--- config.mk ---
export PLATFORM = sky130hd
export DESIGN_NAME = stream_mux_n
export DESIGN_NICKNAME = d
export VERILOG_FILES = /design/src/rtl/stream_mux_n.sv
export SDC_FILE = /design/constraint.sdc
export NUM_CORES = 1
export LEC_CHECK = 0
export ABC_AREA = 1
export CAP_MARGIN = 20
export CORE_ASPECT_RATIO = 1.4
export CORE_UTILIZATION = 45
export DETAILED_ROUTE_END_ITERATION = 7
export GPL_TIMING_DRIVEN = 0
export PLACE_DENSITY = 0.86
export SETUP_SLACK_MARGIN = 0.3
export SYNTH_ARGS = -nofsm -noshare
export SYNTH_HDL_FRONTEND = slang
export SYNTH_SLANG_ARGS = --single-unit
--- constraint.sdc ---
create_clock -name clk -period 3.3 [get_ports clk]
set_input_delay 0.825 -clock clk [delete_from_list [all_inputs] [get_ports clk]]
set_output_delay 0.825 -clock clk [all_outputs]
set_load 0.03 [all_outputs]
--- src/rtl/stream_mux_n.sv ---
// stream_mux_n -- N-to-1 streaming multiplexer with packet locking.
//
// Selects one of NumCh valid/ready input streams and forwards it through a
// single registered output stage. Once a multi-beat packet starts, the
// source channel is locked until its last beat. In IDLE the source is either
// taken from sel (static mode) or chosen round-robin, one packet per turn.
//
// Ports:
//   clk, rst_n          clock, asynchronous active-low reset
//   mode                0 = static select via sel, 1 = round-robin
//   sel                 channel index used in static mode
//   in_valid/in_ready   per-channel handshake (in_ready is one-hot or zero)
//   in_data             channel i at bits [i*DataWidth +: DataWidth]
//   in_last             per-channel end-of-packet flag
//   out_valid/out_ready registered output handshake
//   out_data, out_last  registered beat and end-of-packet flag
//   out_ch              channel that produced the current output beat
//   busy                high while a packet is locked
module stream_mux_n #(
  parameter int DataWidth = 8,
  parameter int NumCh     = 4,
  parameter int SelWidth  = $clog2(NumCh)
) (
  input  logic                       clk,
  input  logic                       rst_n,
  input  logic                       mode,
  input  logic [SelWidth-1:0]        sel,
  input  logic [NumCh-1:0]           in_valid,
  output logic [NumCh-1:0]           in_ready,
  input  logic [NumCh*DataWidth-1:0] in_data,
  input  logic [NumCh-1:0]           in_last,
  output logic                       out_valid,
  input  logic                       out_ready,
  output logic [DataWidth-1:0]       out_data,
  output logic                       out_last,
  output logic [SelWidth-1:0]        out_ch,
  output logic                       busy
);

  typedef enum logic {IDLE, LOCKED} state_t;

  state_t                state;
  logic [SelWidth-1:0]   grant;
  logic [SelWidth-1:0]   rr_ptr;

  logic                  load_en;
  logic                  cand_vld;
  logic [SelWidth-1:0]   cand;
  logic [DataWidth-1:0]  cand_data;
  logic                  cand_last;
  logic                  accept;

  assign load_en = !out_valid || out_ready;

  // Candidate selection
  always_comb begin
    cand     = '0;
    cand_vld = 1'b0;
    if (state == LOCKED) begin
      cand     = grant;
      cand_vld = 1'b1;
    end else if (!mode) begin
      // An out-of-range sel matches no channel, so there is no candidate.
      for (int i = 0; i < NumCh; i++) begin
        if (int'(sel) == i && in_valid[i]) begin
          cand     = SelWidth'(i);
          cand_vld = 1'b1;
        end
      end
    end else begin
      // Walk from the farthest offset down to rr_ptr+1 so the nearest
      // valid channel after rr_ptr is the last one written and wins.
      for (int k = NumCh; k >= 1; k--) begin
        for (int i = 0; i < NumCh; i++) begin
          if (i == (int'(rr_ptr) + k) % NumCh && in_valid[i]) begin
            cand     = SelWidth'(i);
            cand_vld = 1'b1;
          end
        end
      end
    end
  end

  // Handshake and beat mux
  always_comb begin
    in_ready  = '0;
    cand_data = '0;
    cand_last = 1'b0;
    for (int i = 0; i < NumCh; i++) begin
      // rst_n gating keeps in_ready low during reset even though the
      // empty output stage would otherwise allow a load.
      in_ready[i] = rst_n && load_en && cand_vld && (int'(cand) == i);
      if (int'(cand) == i) begin
        cand_data = in_data[i*DataWidth +: DataWidth];
        cand_last = in_last[i];
      end
    end
  end

  assign accept = |(in_ready & in_valid);

  // Output register and packet FSM
  always_ff @(posedge clk or negedge rst_n) begin
    if (!rst_n) begin
      state     <= IDLE;
      grant     <= '0;
      rr_ptr    <= SelWidth'(NumCh - 1);
      out_valid <= 1'b0;
      out_data  <= '0;
      out_last  <= 1'b0;
      out_ch    <= '0;
    end else begin
      if (accept) begin
        out_valid <= 1'b1;
        out_data  <= cand_data;
        out_last  <= cand_last;
        out_ch    <= cand;
        case (state)
          IDLE: begin
            if (cand_last) begin
              rr_ptr <= cand;
            end else begin
              state <= LOCKED;
              grant <= cand;
            end
          end
          LOCKED: begin
            if (cand_last) begin
              state  <= IDLE;
              rr_ptr <= grant;
            end
          end
          default: state <= IDLE;
        endcase
      end else if (out_ready) begin
        out_valid <= 1'b0;
      end
    end
  end

  assign busy = (state == LOCKED);

endmodule

==> results.sh <==
export IMPL_fp_dieW_um=49.1
export IMPL_area_growth_syn_to_layout_pct=79.4
export IMPL_fin_nets=365
export IMPL_max_cap_violations=0
export IMPL_grt_setup_unrepaired="yes"
export IMPL_num_antenna_cells=0
export IMPL_grt_overflow_total=0
export IMPL_fin_area_mm2=0.00251
export IMPL_leakage_nw=1.25
export IMPL_endpoint_kind="primary output"
export IMPL_max_vdd_ir_drop_mv=0.558
export IMPL_fill_cells=173
export IMPL_slew_headroom=0.690
export IMPL_rr_worst_depth=23
export IMPL_yosys_area_top_type="dfrtp_1"
export IMPL_cts_buffers=3
export IMPL_synth_seq_cells=17
export IMPL_avgSynthCellArea_um2=6.45
export IMPL_hold_path_class="flip-flop to flip-flop"
export IMPL_io_pins=63
export IMPL_antenna_found_initial=0
export IMPL_synth_edff_count=0
export IMPL_tightest_slew_ns=0.465
export IMPL_pre_cts_slack_ns=-0.844
export IMPL_core_region_area_mm2=0.00291
export IMPL_wire_per_inst_um=16.9
export IMPL_crit_arrival_ns=2.40
export IMPL_hold_path_endpoint="grant[0]$_DFFE_PN0P_"
export IMPL_clk_path_buf_depth=2
export IMPL_grt_pass1_vias=1910
export IMPL_die_h_um=68
export IMPL_status="finished clean"
export IMPL_fmax_mhz=310
export IMPL_regToRegEndpoint="out_data[6]$_DFFE_PN0P_"
export IMPL_wl_mm=6.01
export IMPL_holdBufCountCts=0
export IMPL_worst_slack_ns=0.0723
export IMPL_finClkSkew_ns=0.00410
export IMPL_cts_htree_levels=1
export IMPL_synth_cell_types=26
export IMPL_io_buffers=62
export IMPL_routed_via_density=5.68
export IMPL_drc=0
export IMPL_reg2reg_from="rr_ptr[1]$_DFFE_PN1P_"
export IMPL_rows=23
export IMPL_crit_required_ns=2.47
export IMPL_drive_above_1_share=0.314
export IMPL_tns_ns=0
export IMPL_cts_tree="done"
export IMPL_clkTransAtPathRegs_ns=0.07
export IMPL_worstHoldPathCells=2
export IMPL_path_max_fanout=4
export IMPL_seq_area_frac_synth=0.306
export IMPL_p_per_area_mw_per_mm2=901
export IMPL_start_util=0.482
export IMPL_grt_max_degree=19
export IMPL_finalMaxSlewViolations=0
export IMPL_top_layer="met4"
export IMPL_yosysMostFrequentCell="nand2_1"
export IMPL_wl_met2_mm=3.12
export IMPL_hpwlAfterDp_mm=3.10
export IMPL_grt_use_total=0.315
export IMPL_dr_total_vias=2017
export IMPL_antenna_left=0
export IMPL_insertion_delay_ns=0.26
export IMPL_wirelength_met1_mm=2.05
export IMPL_syn_area_mm2=0.00140
export IMPL_synth_fp_nets=263
export IMPL_period_share=0.978
export IMPL_cts_root_buffer_cell="clkbuf_8"
export IMPL_start_kind="primary input"
export IMPL_routabilityCongestion=0.874
export IMPL_finalHoldViolations=0
export IMPL_dieArea_mm2=0.00334
export IMPL_synth_top_cell_area_share=0.268
export IMPL_setup_worst_path_class="primary input to primary output"
export IMPL_ys_async_sr_fraction=1.00
export IMPL_cts_sinks=17
export IMPL_dr_pass1_iters=4
export IMPL_finalCriticalPeriod_ns=3.23
export IMPL_reg2reg_slack_ns=0.25
export IMPL_route_met3_wl_um=463
export IMPL_grt_pass1_wl_mm=7.97
export IMPL_drt_iter0_markers=98
export IMPL_detailed_place_area_mm2=0.00207
export IMPL_netlist_top_cells_count="94 x nand2_1, 20 x inv_1, 19 x nand3_1"
export IMPL_synth_warnings=0
export IMPL_synth_cells=217
export IMPL_worstHoldStart="grant[0]$_DFFE_PN0P_"
export IMPL_synthTopCellsByArea="dfrtp_1 27%, nand2_1 25%, nand3_1 6.8%"
export IMPL_setup_viol=0
export IMPL_ys_flop_type="dfrtp_1"
-- per-stage QoR --
stage	util	std cells	hold slack [ns]	power [mW]
after floorplan	-	217	0.442	1.21
after global placement	0.711	316	0.456	1.57
after detailed placement	0.711	316	0.460	1.60
after CTS	0.807	342	0.476	1.98
after global routing	0.864	355	0.496	2.38
final	0.864	355	0.480	2.26
-- report_power, final --
group	internal, mW	switching, mW	total [mW]
Clock	0.0853	0.0827	0.168
Combinational	0.712	0.992	1.70
Sequential	0.310	0.0798	0.389
-- timing repair --
action / 4_1_cts / 5_1_grt
pin swaps: 17 / 10
buffers inserted: 22 / 11
gates cloned: 0 / 2
setup endpoints to repair: 16 / 14
gates resized for setup: 71 / 14
-- cells by family after synthesis --
group                  after synthesis  share of synthesized area
AOI/OAI and AO/OA                    7                     0.0277
buffers and inverters               27                     0.0983
DFF                                 17                      0.306
and+or+nand+nor                    166                      0.568
-- area by class of cell --
cell class | count | area, um2 | share of cell area
timing repair buffer | 96 | 898 | 0.358
buffer | 4 | 52.6 | 0.0209
clock buffer | 3 | 41.3 | 0.0164
sequential | 17 | 428 | 0.170
multi-input combinational | 174 | 946 | 0.377
tap | 37 | 46.3 | 0.0184
inverter | 23 | 91.3 | 0.0364
clock inverter | 1 | 7.51 | 0.00299
-- sequential cells by signal, indices dropped and copies added, names as in the netlist --
| register | flops |
|---|---|
| busy | 1 |
| grant | 2 |
| out_ch | 2 |
| out_data | 8 |
| out_last | 1 |
| out_valid | 1 |
| rr_ptr | 2 |
-- cells in the final DEF, fill, tap and decap left out, types with 2 or more instances in the layout --
cell type,n
dlygate4sd2_1,3
clkdlybuf4s50_1,50
dfstp_2,2
nand3_4,3
nand2_2,13
inv_4,2
buf_6,8
buf_4,33
nor3_2,3
nand3_2,5
nand2_1,92
o21ai_1,2
nand3_1,14
nor2_2,5
dfrtp_1,15
nor2_1,7
nand2_4,4
inv_1,16
buf_8,3
inv_2,5
clkbuf_8,3
nand4_1,13
nor2_4,3
-- worst max-delay path, stage by stage --
cell,delay [ns]
dlygate4sd2_1,0.28
inv_1,0.13
nor3_2,0.06
a31oi_1,0.19
nand3b_1,0.14
a21oi_2,0.17
nand2_1,0.07
and3_4,0.18
inv_1,0.16
nor2_4,0.07
buf_6,0.13
-- metal layers --
metal	global-route usage	vias to the layer above
met5	0	-
met3	0.0578	44
met2	0.620	147
li1	-	897
met1	0.301	929
met4	0.191	0
-- worst max-delay path by stage --
stage          depth (start not counted)  slack [ns]           to                   from
2_1_floorplan                         18        0.31  in_ready[3]            in_valid[3]
3_3_place_gp                          20       -0.80  in_ready[3]            in_valid[1]
3_5_place_dp                          20       -0.84  in_ready[3]            in_valid[1]
4_1_cts                               20        0.25  in_ready[3]  rr_ptr[0]$_DFFE_PN1P_
5_1_grt                               15       -0.11  in_ready[0]  rr_ptr[1]$_DFFE_PN1P_
6_report                              11        0.07  in_ready[3]                 sel[1]
(Power assumes the default switching activity.)
